==> src/rtl/fb_access_arbiter.sv <==
// Framebuffer access arbiter: scan-out wins during active video,
// hosts A/B share the RAM round-robin otherwise.
module fb_access_arbiter #(
  parameter int ADDR_W = 8,
  parameter int DATA_W = 16
) (
  input  logic              clk,
  input  logic              rst,
  input  logic              blank,
  input  logic              scan_req,
  input  logic [ADDR_W-1:0] scan_addr,
  output logic [DATA_W-1:0] scan_data,
  output logic              scan_valid,
  input  logic              a_req,
  input  logic              a_we,
  input  logic [ADDR_W-1:0] a_addr,
  input  logic [DATA_W-1:0] a_wdata,
  output logic              a_ack,
  output logic              a_rvalid,
  output logic [DATA_W-1:0] a_rdata,
  input  logic              b_req,
  input  logic              b_we,
  input  logic [ADDR_W-1:0] b_addr,
  input  logic [DATA_W-1:0] b_wdata,
  output logic              b_ack,
  output logic              b_rvalid,
  output logic [DATA_W-1:0] b_rdata,
  output logic              mem_en,
  output logic              mem_we,
  output logic [ADDR_W-1:0] mem_addr,
  output logic [DATA_W-1:0] mem_wdata,
  input  logic [DATA_W-1:0] mem_rdata
);

  typedef enum logic [1:0] {
    SRC_NONE = 2'd0,
    SRC_SCAN = 2'd1,
    SRC_A    = 2'd2,
    SRC_B    = 2'd3
  } src_e;

  src_e win;
  src_e tag1_d, tag1_q;
  src_e tag2_d, tag2_q;

  logic a_elig, b_elig;
  logic last_b_d, last_b_q;

  logic              mem_en_d, mem_en_q;
  logic              mem_we_d, mem_we_q;
  logic [ADDR_W-1:0] mem_addr_d, mem_addr_q;
  logic [DATA_W-1:0] mem_wdata_d, mem_wdata_q;

  logic a_ack_d, a_ack_q;
  logic b_ack_d, b_ack_q;

  logic              scan_valid_d, scan_valid_q;
  logic              a_rvalid_d, a_rvalid_q;
  logic              b_rvalid_d, b_rvalid_q;
  logic [DATA_W-1:0] scan_data_d, scan_data_q;
  logic [DATA_W-1:0] a_rdata_d, a_rdata_q;
  logic [DATA_W-1:0] b_rdata_d, b_rdata_q;

  // A host whose ack is high is masked so a held req is not granted twice
  always_comb begin
    a_elig = a_req & ~a_ack_q;
    b_elig = b_req & ~b_ack_q;
    win    = SRC_NONE;
    if (scan_req && !blank) begin
      win = SRC_SCAN;
    end else if (a_elig && b_elig) begin
      win = last_b_q ? SRC_A : SRC_B;
    end else if (a_elig) begin
      win = SRC_A;
    end else if (b_elig) begin
      win = SRC_B;
    end else if (scan_req) begin
      win = SRC_SCAN;
    end
  end

  always_comb begin
    mem_en_d    = 1'b0;
    mem_we_d    = mem_we_q;
    mem_addr_d  = mem_addr_q;
    mem_wdata_d = mem_wdata_q;
    a_ack_d     = 1'b0;
    b_ack_d     = 1'b0;
    last_b_d    = last_b_q;
    tag1_d      = SRC_NONE;
    case (win)
      SRC_SCAN: begin
        mem_en_d   = 1'b1;
        mem_we_d   = 1'b0;
        mem_addr_d = scan_addr;
        tag1_d     = SRC_SCAN;
      end
      SRC_A: begin
        mem_en_d    = 1'b1;
        mem_we_d    = a_we;
        mem_addr_d  = a_addr;
        mem_wdata_d = a_wdata;
        a_ack_d     = 1'b1;
        last_b_d    = 1'b0;
        tag1_d      = a_we ? SRC_NONE : SRC_A;
      end
      SRC_B: begin
        mem_en_d    = 1'b1;
        mem_we_d    = b_we;
        mem_addr_d  = b_addr;
        mem_wdata_d = b_wdata;
        b_ack_d     = 1'b1;
        last_b_d    = 1'b1;
        tag1_d      = b_we ? SRC_NONE : SRC_B;
      end
      SRC_NONE: ;
    endcase
  end

  // Read return: tag reaches stage 2 as the RAM output becomes valid
  always_comb begin
    tag2_d       = tag1_q;
    scan_valid_d = (tag2_q == SRC_SCAN);
    a_rvalid_d   = (tag2_q == SRC_A);
    b_rvalid_d   = (tag2_q == SRC_B);
    scan_data_d  = scan_valid_d ? mem_rdata : scan_data_q;
    a_rdata_d    = a_rvalid_d ? mem_rdata : a_rdata_q;
    b_rdata_d    = b_rvalid_d ? mem_rdata : b_rdata_q;
  end

  always_ff @(posedge clk or posedge rst) begin
    if (rst) begin
      tag1_q       <= SRC_NONE;
      tag2_q       <= SRC_NONE;
      last_b_q     <= 1'b1;
      mem_en_q     <= 1'b0;
      mem_we_q     <= 1'b0;
      mem_addr_q   <= '0;
      mem_wdata_q  <= '0;
      a_ack_q      <= 1'b0;
      b_ack_q      <= 1'b0;
      scan_valid_q <= 1'b0;
      a_rvalid_q   <= 1'b0;
      b_rvalid_q   <= 1'b0;
      scan_data_q  <= '0;
      a_rdata_q    <= '0;
      b_rdata_q    <= '0;
    end else begin
      tag1_q       <= tag1_d;
      tag2_q       <= tag2_d;
      last_b_q     <= last_b_d;
      mem_en_q     <= mem_en_d;
      mem_we_q     <= mem_we_d;
      mem_addr_q   <= mem_addr_d;
      mem_wdata_q  <= mem_wdata_d;
      a_ack_q      <= a_ack_d;
      b_ack_q      <= b_ack_d;
      scan_valid_q <= scan_valid_d;
      a_rvalid_q   <= a_rvalid_d;
      b_rvalid_q   <= b_rvalid_d;
      scan_data_q  <= scan_data_d;
      a_rdata_q    <= a_rdata_d;
      b_rdata_q    <= b_rdata_d;
    end
  end

  assign mem_en     = mem_en_q;
  assign mem_we     = mem_we_q;
  assign mem_addr   = mem_addr_q;
  assign mem_wdata  = mem_wdata_q;
  assign a_ack      = a_ack_q;
  assign b_ack      = b_ack_q;
  assign scan_valid = scan_valid_q;
  assign a_rvalid   = a_rvalid_q;
  assign b_rvalid   = b_rvalid_q;
  assign scan_data  = scan_data_q;
  assign a_rdata    = a_rdata_q;
  assign b_rdata    = b_rdata_q;

endmodule
==> config.mk <==
export PLATFORM = sky130hd
export DESIGN_NAME = fb_access_arbiter
export DESIGN_NICKNAME = d
export VERILOG_FILES = /design/src/rtl/fb_access_arbiter.sv
export SDC_FILE = /design/constraint.sdc
export NUM_CORES = 1
export LEC_CHECK = 0
export CORE_MARGIN = 5
export CORE_UTILIZATION = 46
export CTS_BUF_LIST = sky130_fd_sc_hd__clkbuf_4 sky130_fd_sc_hd__clkbuf_8
export CTS_CLUSTER_SIZE = 25
export DETAILED_ROUTE_END_ITERATION = 16
export PLACE_DENSITY_LB_ADDON = 0.05
export SYNTH_ARGS = -nofsm -noshare
export SYNTH_HDL_FRONTEND = slang
export SYNTH_SLANG_ARGS = --single-unit
==> constraint.sdc <==
create_clock -name clk -period 6.3 [get_ports clk]
set_input_delay 0.945 -clock clk [delete_from_list [all_inputs] [get_ports clk]]
set_output_delay 0.945 -clock clk [all_outputs]
set_load 0.01 [all_outputs]
==> metrics.md, run 1 <==
| Metric | Value |
|---|---|
| I/O Pins | `between 150 and 200` |
| Clock tree buffer depth | `2` |
| Post-CTS setup buffer count | `0` |
| Wl on met1 | `around 3 mm` |
| Total power after layout | `1.85 mW` |
| Diodes inserted | `0` |
| Largest net degree at the start of global routing | `85` |
| Placer Congestion | `0.704` |
| Unrepaired setup endpoints after global routing | `false` |
| Max Cap Violations | `0` |
| DR vias/cell | `between 4 and 5` |
| Wire per inst | `about 16 µm` |
| Internal Power | `about 1.3 mW` |
| CTS resizes | `0` |
| Area delta synth->final | `53.8%` |
| Fin. max-slew vios | `0` |
| Status | `completed` |
| Maximum VDD drop | `approximately 0.16 mV` |
| Placement Cell Area | `between 0.005 and 0.006 mm²` |
| Hpwl dp | `5.82 mm` |
| Sink Count | `84` |
| Remaining Overflow, GRT | `0` |
| Clk_lat worst skew | `approximately 0.35 ns` |
| H-tree depth | `3` |
| Starting density of the core | `around 47%` |
| Post-synthesis cell type count | `23` |
| Register area | `between 0.002 and 0.0025 mm²` |
| Top Layer Used | `met4` |
| Root Driver | `clkbuf_8` |
| DR WL met3 | `around 730 µm` |
| Sw frac | `between 20% and 30%` |
| Initial drt markers | `31` |
| Fin crit share | `38.1%` |
| Synthesized area per cell | `approximately 14 µm²` |
| Share of the yosys chip area belonging to registers | `61.6%` |
| Ys async rst share | `100%` |
| CTS tree | `built` |
| Chip Height | `just under 100 µm` |
| Number of global-route vias before repair | `2536` |
| Final Setup Violations | `0` |
| Width of the die | `between 90 and 100 µm` |
| Sequential cell fraction of total power | `42.0%` |
| Synth Instances | `~240` |
| HP Class | `reg -> reg` |
| Clock share of power | `between 20% and 30%` |
| Leak | `between 2 and 2.5 nW` |
| Count leader, synth | `dfrtp_1` |
| Crit path capture type | `register` |
| Element type at the critical path start | `input port` |
| Yosys warns | `0` |
| # fillers | `539` |
| Initial antenna violation count | `0` |
| EDFF count, synth | `0` |
| Max_slew headroom | `31.1%` |
| Min Hold Slack | `~0.34 ns` |
| Post-route ant nets | `0` |
| First-pass GRT wire length | `approximately 12 mm` |
| DR vias | `approximately 2.4k` |
| Synthesized cell area | `about 0.0034 mm²` |
| Nets | `between 400 and 500` |
| Most frequent cells after synthesis | `83 x dfrtp_1, 48 x mux2_2, 41 x mux2i_1` |
| Tot GR Track Use | `approximately 18%` |
| Total Wirelength | `~8 mm` |
| Final setup TNS | `0 ns` |
| Layout cells sized above 1 | `between 10% and 20%` |
| DR DRC count | `0` |
| PortBufs | `roughly 160` |
| Critical Path RT | `around 6.5 ns` |
| Share of total power in combinational logic | `a little under two fifths` |
| Synthesis-stage register bit count | `84` |
| # hold bufs at CTS | `0` |
| Net Count, Synth | `about 320` |
| PwrDens | `roughly 350 mW/mm²` |
| Metal2 WL | `~4 mm` |
| Tmin final | `2.40 ns` |
| Post-route cell area | `~0.0053 mm²` |
| Cell Rows | `31` |
| Critical path type | `in -> reg` |
| Leading post-synthesis cells by cell area | `dfrtp_1 61%, mux2_2 16%, mux2i_1 12%, o21ai_0 2.5%, nand2_1 2.0%` |
| Reg clk slew, reported paths | `approximately 0.080 ns` |
| Peak Freq | `about 0.42 GHz` |
| Synth Flop Type | `dfrtp_1` |
| Yosys top cell by area | `dfrtp_1` |
| DR pass1 iterations | `4` |
| Multi-input gate area | `roughly 0.0012 mm²` |
| Share of the synthesized area in the top cell type | `about three fifths` |
| Layout Skew | `around 0.010 ns` |
| Worst Tran Pin Value | `1.03 ns` |
| Sw Pwr | `534 µW` |
| Worst EP arrival | `around 2.6 ns` |
| Core area | `between 0.007 and 0.008 mm²` |
| Final Util | `72.5%` |
| Critical Path Fanout Max | `38` |
| CTS buffer count | `9` |
| Die area | `~0.0092 mm²` |
| Hold Vio Cnt, Final | `0` |
## layer usage
metal	vias to the layer above	global-route usage [%]
met5	-	0
met4	0	6.40
met3	12	6.18
met2	99	29.2
met1	1153	21.1
li1	1154	-
## worst paths after layout
| kind | start | end | slack, ns | cells after the start |
|---|---|---|---|---|
| max in group asynchronous | rst | b_rdata[8] | 4.41 | 3 |
| min in group asynchronous | rst | a_rdata[14] | 1.23 | 3 |
| worst min-delay path | tag1_q[0] | tag2_q[0] | 0.34 | 0 |
| worst max register to register | last_b_q | mem_we | 4.47 | 5 |
| worst min register to register | tag1_q[0] | tag2_q[0] | 0.34 | 0 |
| worst max-delay path | a_req | mem_we | 3.90 | 6 |
## flip-flops by register name, indices dropped and copies added, names as in the netlist, 2 cells and up
register and flops:
a_rdata 16, b_rdata 16, mem_addr 8, mem_wdata 16, scan_data 16, tag1_q 2, tag2_q 2
## critical path, cell delays in order
cell and delay (ns):
clkdlybuf4s50_1 0.50, nand3b_1 0.09, a22oi_2 0.18, buf_4 0.51
mux2i_1 0.28, o21ai_0 0.10
## kinds of logic after synthesis
kind of cell	synth area share [%]
buf+inv	3.41
mux	27.8
simple gates	3.77
flops	61.6
compound gates	3.41
## cells in the final DEF (no fill, tap or decap), drive strengths merged, types with 2 or more instances in the layout
cell,Yosys,routed
nand3b,2,2
mux2i,41,41
clkbuf,1,9
o21ai,17,17
nor2b,3,3
clkinv,0,4
nand2b,2,2
nand2,18,18
mux2,48,48
inv,6,7
buf,12,3
dfrtp,83,83
clkdlybuf4s50,0,158
## through the flow
step / instances / setup WS, ns
after floorplan: 241 / 3.19
after global placement: 488 / 3.59
after detailed placement: 488 / 3.54
after CTS: 504 / 3.90
after global routing: 504 / 3.78
final: 504 / 3.90
## final cells by class
class,count,area share (%)
sequential,84,40.0
clock inverter,7,1.40
tap,99,2.36
inverter,6,0.452
timing repair buffer,161,30.5
multi-input combinational,138,22.9
clock buffer,9,2.36
## power by group through the flow
stage	Combinational (mW)	Clock, mW	Sequential [mW]
final	0.692	0.382	0.778
after global routing	0.744	0.413	0.801
after CTS	0.707	0.389	0.780
after detailed placement	0.705	0	0.790
after global placement	0.691	0	0.784
after floorplan	0.217	0	0.859
No activity file was read; power rests on OpenSTA's default activity.
==> inputs of run 2 (changes only) <==
- CORE_UTILIZATION: 46 -> 42
- clock period: 6.3 -> 2.34 ns (I/O delays scaled with it)
==> metrics.md, run 2 (synthesis results as in run 1) <==
| Metric | Value |
|---|---|
| Commonest non-fill, non-tap cell in the layout | `clkdlybuf4s50_1` |
| Leak | `2.31 nW (+1.7%)` |
| Largest net degree at the start of global routing | `39 (-54%)` |
| Total Wirelength | `8.01 mm (+2.5%)` |
| Layout Skew | `0.0128 ns (+0.00278 ns)` |
| Worst Tran Pin Value | `0.545 ns (-0.488 ns)` |
| R2R depth | `5 (unchanged)` |
| Worst path buffer plus inverter count | `1 (-1)` |
| PwrDens | `954 mW/mm² (+170%)` |
| Starting density of the core | `43.7% (-3.3 points)` |
| Critical Path Fanout Max | `4 (-89%)` |
| Stages on worst setup path | `1 (-5)` |
| Critical Path RT | `1.99 ns (-4.52 ns)` |
| Element type at the critical path start | `register` |
| Remaining Overflow, GRT | `0 (unchanged)` |
| Number of global-route vias before repair | `2698 (+6.4%)` |
| CTS tree | `built` |
| Worst path top cell family by delay | `buffers and inverters` |
| CTS buffer count | `9 (unchanged)` |
| PortBufs | `158 (unchanged)` |
| Critical path type | `reg -> out` |
| H-tree depth | `3 (unchanged)` |
| Max stage delay on crit path | `0.57 ns (+0.06 ns)` |
| Post-route cell area | `0.00536 mm² (+2.0%)` |
| # hold bufs at CTS | `0 (unchanged)` |
| DR vias | `2429 (+0.45%)` |
| Highest-delay cell along the critical path | `clkdlybuf4s50_1` |
| Chip Height | `100 µm (+4.2%)` |
| Die area | `0.0100 mm² (+8.5%)` |
| First-pass GRT wire length | `12.9 mm (+4.1%)` |
| Fin. max-slew vios | `0 (unchanged)` |
| CTS resizes | `0 (unchanged)` |
| Layout cells sized above 1 | `18.8% (+1.0 points)` |
| Max_slew headroom | `63.6% (+32 points)` |
| Worst-path cell chain | `clkdlybuf4s50_1` |
| Core area | `0.00781 mm² (+7.6%)` |
| Post-route ant nets | `0 (unchanged)` |
| Sink Count | `84 (unchanged)` |
| Area delta synth->final | `56.9%` |
| Critical R2R Launch | `last_b_q` |
| Most frequent cells in the layout | `158 x clkdlybuf4s50_1, 83 x dfrtp_1, 48 x mux2_2, 41 x mux2i_1, 18 x nand2_1` |
| Critical Path End | `a_ack` |
| Initial antenna violation count | `0 (unchanged)` |
| Reg-to-reg endpoint | `mem_we` |
| Placer Congestion | `0.742 (+5.5%)` |
| Placement Cell Area | `0.00514 mm² (+1.6%)` |
| Clk_lat worst skew | `0.35 ns (about the same)` |
| I/O Pins | `159 (unchanged)` |
| Fin crit share | `71.4%` |
| Post-CTS setup buffer count | `0 (unchanged)` |
| Cell Rows | `32 (+3.2%)` |
| Initial drt markers | `32 (+3.2%)` |
| HP Class | `reg -> reg` |
| Crit path capture type | `primary output` |
| Clock tree buffer depth | `2 (unchanged)` |
| Worst R2R Setup Slack | `0.69 ns (-3.78 ns)` |
| Root Driver | `clkbuf_8` |
| DR pass1 iterations | `4 (unchanged)` |
| Reg clk slew, reported paths | `0.08 ns (about the same)` |
| Final setup TNS | `0 ns (unchanged)` |
| Maximum VDD drop | `0.354 mV (+130%)` |
| Hold Vio Cnt, Final | `0 (unchanged)` |
| Width of the die | `100 µm (+4.2%)` |
| Tmin final | `roughly 1.7 ns` |
| Wire per inst | `15.6 µm (+0.88%)` |
| Nets | `485 (+1.0%)` |
| Hpwl dp | `6.14 mm (+5.7%)` |
| # fillers | `583 (+8.2%)` |
| Tot GR Track Use | `16.3% (-1.3 points)` |
| Worst EP arrival | `1.32 ns (-1.29 ns)` |
| Peak Freq | `0.599 GHz` |
| Unrepaired setup endpoints after global routing | `false` |
| Diodes inserted | `0 (unchanged)` |
| Max Cap Violations | `0 (unchanged)` |
| Status | `completed` |
| CP startpoint | `a_ack` |
| DR vias/cell | `4.74 (-1.1%)` |
| Final Setup Violations | `0 (unchanged)` |
| DR DRC count | `0 (unchanged)` |
## run 2: changes by cell type in the layout (fill, tap and decap cells not counted)
cell        change
clkinv_4        -1
buf_4           +2
buf_12          +3
clkinv_2        -2
clkinvlp_4      +2
bufinv_16       +1
## run 2: cell type report
type                    count  area, µm²  area share [%]
inverters                   6       26.3           0.490
clock inverters             7       97.6            1.82
multi-input cells         138       1200            22.4
repair buffers            166       1680            31.3
flip-flops and latches     84       2100            39.2
well taps                 102        128            2.38
clock buffers               9        124            2.31
## run 2: worst min path at each step
| stage | start | end | cells after the start |
|---|---|---|---|
| after floorplan | tag1_q[0] | tag2_q[0] | 0 |
| after global placement | tag1_q[0] | tag2_q[0] | 0 |
| after detailed placement | tag1_q[0] | tag2_q[0] | 0 |
| after CTS | tag1_q[0] | tag2_q[0] | 0 |
| after global routing | tag1_q[0] | tag2_q[0] | 0 |
| final | tag1_q[0] | tag2_q[0] | 0 |
## run 2: metal layers
metal	vias up	GRT usage [%]	part of all wire, %
li1	1163	-	-
met1	1164	18.9	40
met2	94	28.3	50
met3	8	5.28	8.9
met4	0	5.91	1.2
met5	-	0	0
## run 2: through the flow
stage | total power, mW | util (%) | hold slack, ns | worst slack, ns | instances
6_report | 5.11 | 68.7 | 0.347 | 0.670 | 512
2_1_floorplan | 2.90 | - | 0.331 | 0.835 | 241
3_5_place_dp | 4.05 | 65.8 | 0.337 | 0.343 | 496
3_3_place_gp | 4.00 | 65.8 | 0.333 | 0.435 | 496
5_1_grt | 5.40 | 68.7 | 0.366 | 0.581 | 512
4_1_cts | 5.20 | 68.7 | 0.348 | 0.650 | 512
## run 2: power by group
| group | total (mW) | internal [mW] | switching [mW] |
|---|---|---|---|
| combinational | 1.88 | 1.19 | 0.695 |
| clock | 1.13 | 0.606 | 0.522 |
| sequential | 2.10 | 1.88 | 0.218 |
| total | 5.11 | 3.68 | 1.44 |
==> inputs of run 3 (changes only) <==
- clock period: 2.34 -> 1.7 ns (I/O delays scaled with it)
==> metrics.md, run 3 (synthesis results as in run 1) <==
| Metric | Value |
|---|---|
| Clk_lat worst skew | `0.35 ns (about the same)` |
| Die area | `0.0100 mm² (unchanged)` |
| Starting density of the core | `43.7% (unchanged)` |
| GR met1 Demand/Resource | `19.1% (+0.23 points)` |
| Placer Congestion | `0.711 (-4.3%)` |
| Hold Vio Cnt, Final | `0 (unchanged)` |
| CTS tree | `built` |
| Initial antenna violation count | `0 (unchanged)` |
| Core area | `0.00781 mm² (unchanged)` |
| I/O Pins | `159 (unchanged)` |
| # fillers | `613 (+5.1%)` |
| Area delta synth->final | `59.6%` |
| Status | `completed` |
| Hpwl dp | `6.21 mm (+1.0%)` |
| DR DRC count | `0 (unchanged)` |
| Worst path top cell family by delay | `flip-flops` |
| Fin. max-slew vios | `0 (unchanged)` |
| Critical Path RT | `1.93 ns (-0.06 ns)` |
| Worst EP arrival | `1.84 ns (+0.52 ns)` |
| H-tree depth | `3 (unchanged)` |
| Fin crit share | `between 90% and 100%` |
| Min Hold Slack | `0.183 ns (-0.164 ns)` |
| Most frequent cells in the layout | `158 x clkdlybuf4s50_1, 83 x dfrtp_1, 48 x mux2_2, 40 x mux2i_1, 18 x nand2_1` |
| Critical path type | `reg -> reg` |
| Crit path capture type | `register` |
| Highest-delay cell along the critical path | `dfstp_2` |
| Register area | `0.00210 mm² (unchanged)` |
| Max stage delay on crit path | `0.54 ns (-0.03 ns)` |
| Max Cap Violations | `0 (unchanged)` |
| Post-Place Setup Slack | `-0.178 ns (-0.521 ns)` |
| Tot GR Track Use | `16.8% (+0.44 points)` |
| Most common cell on crit path | `mux2i_1` |
| Worst Tran Pin Value | `0.268 ns (-0.278 ns)` |
| Maximum VDD drop | `0.492 mV (+39%)` |
| HP Class | `in -> async` |
| Peak Freq | `0.621 GHz` |
| GR Util met2 | `28.7% (+0.41 points)` |
| Max_slew headroom | `82.1% (+19 points)` |
| Largest net degree at the start of global routing | `52 (+33%)` |
| Leak | `2.36 nW (+2.1%)` |
| Tmin final | `between 1.5 and 2 ns` |
| Met3 usage | `5.91% (+0.63 points)` |
| Sink Count | `84 (unchanged)` |
| Chip Height | `100 µm (unchanged)` |
| Wire per inst | `16.0 µm (+2.2%)` |
| Layout cells sized above 1 | `20.2% (+1.4 points)` |
| Multi-input gate area | `0.00121 mm² (+0.31%)` |
| Remaining Overflow, GRT | `0 (unchanged)` |
| Worst path buffer plus inverter count | `2 (+1)` |
| Width of the die | `100 µm (unchanged)` |
| Number of global-route vias before repair | `2797 (+3.7%)` |
| DR vias | `2515 (+3.5%)` |
| Reg clk slew, reported paths | `0.09 ns (about the same)` |
| Cell Rows | `32 (unchanged)` |
| Commonest non-fill, non-tap cell in the layout | `clkdlybuf4s50_1` |
| Final Setup Violations | `0 (unchanged)` |
| Setup slack after layout | `0.0907 ns (-0.579 ns)` |
| DR pass1 iterations | `4 (unchanged)` |
| Worst-path cell chain | `nand3b_1, a22oi_2, buf_4, clkbuf_16, mux2i_1, mux2i_1` |
| Diodes inserted | `0 (unchanged)` |
| First-pass GRT wire length | `13.2 mm (+2.7%)` |
| PortBufs | `158 (unchanged)` |
| Busiest layer in global routing | `met2` |
| Post-CTS setup buffer count | `0 (unchanged)` |
| Root Driver | `clkbuf_8` |
| Post-route cell area | `0.00545 mm² (+1.7%)` |
| PwrDens | `1320 mW/mm² (+38%)` |
| Total Wirelength | `8.28 mm (+3.3%)` |
| Clock tree buffer depth | `2 (unchanged)` |
| Unrepaired setup endpoints after global routing | `true` |
| Critical Path Fanout Max | `8 (+4)` |
| Initial drt markers | `36 (+13%)` |
| Element type at the critical path start | `register` |
| Placement Cell Area | `0.00519 mm² (+0.97%)` |
| # hold bufs at CTS | `0 (unchanged)` |
| CTS resizes | `0 (unchanged)` |
| CTS buffer count | `9 (unchanged)` |
| Post-route ant nets | `0 (unchanged)` |
| Layout Skew | `0.00837 ns (-0.00442 ns)` |
| Nets | `491 (+1.2%)` |
| DR vias/cell | `4.86 (+2.3%)` |
## run 3: changes by cell type in the layout (fill, tap and decap cells not counted)
cell        before  now
buf_6            0    1
buf_12           3    4
clkinv_2         1    0
inv_6            2    3
mux2i_2          0    1
clkbuf_16        0    1
mux2i_1         41   40
buf_4            5    8
clkbuf_8         9   10
clkinvlp_4       3    2
## run 3: per-layer routing
| metal | vias to the layer above | share of wire, % |
|---|---|---|
| li1 | 1175 | - |
| met1 | 1227 | 39 |
| met2 | 102 | 50 |
| met3 | 11 | 9.0 |
| met4 | 0 | 1.6 |
| met5 | - | 0 |
## run 3: final timing paths
path	startpoint	endpoint	slack, ns	cells past startpoint
max reg2reg	last_b_q	mem_addr[1]	0.09	6
min in group clk	tag1_q[0]	tag2_q[0]	0.35	0
min reg2reg	tag1_q[0]	tag2_q[0]	0.35	0
max	last_b_q	mem_addr[1]	0.09	6
min	rst	mem_addr[3]	0.18	2
max in group asynchronous	rst	a_rdata[3]	1.00	3
## run 3: worst register-to-register path: cells and delay by family, from the launching register on
family	cells	cell delay [ns]
buffers and inverters	2	0.36
AO/OA/AOI/OAI	1	0.22
AND/OR/NAND/NOR	1	0.09
flip-flops	1	0.54
multiplexers	2	0.29
## run 3: final cells by class
| cell class | instances | share of cell area (%) |
|---|---|---|
| clock buffer | 10 | 2.52 |
| clock inverter | 6 | 1.72 |
| inverter | 6 | 0.482 |
| multi-input combinational | 138 | 22.1 |
| sequential | 84 | 38.6 |
| tap | 102 | 2.34 |
| timing repair buffer | 172 | 32.2 |
## run 3: stage by stage
step,power (mW),TNS (ns),utilization [%],instances
after floorplan,3.99,0,-,241
after global placement,5.54,-1.30,66.5,501
after detailed placement,5.62,-2.77,66.5,501
after CTS,7.25,0,69.4,517
after global routing,7.55,-0.00924,69.8,518
final,7.17,0,69.8,518
## run 3: report_power, final
group	switching (mW)	internal, mW
combinational	0.978	1.68
sequential	0.300	2.59
clock	0.741	0.883
total	2.02	5.15
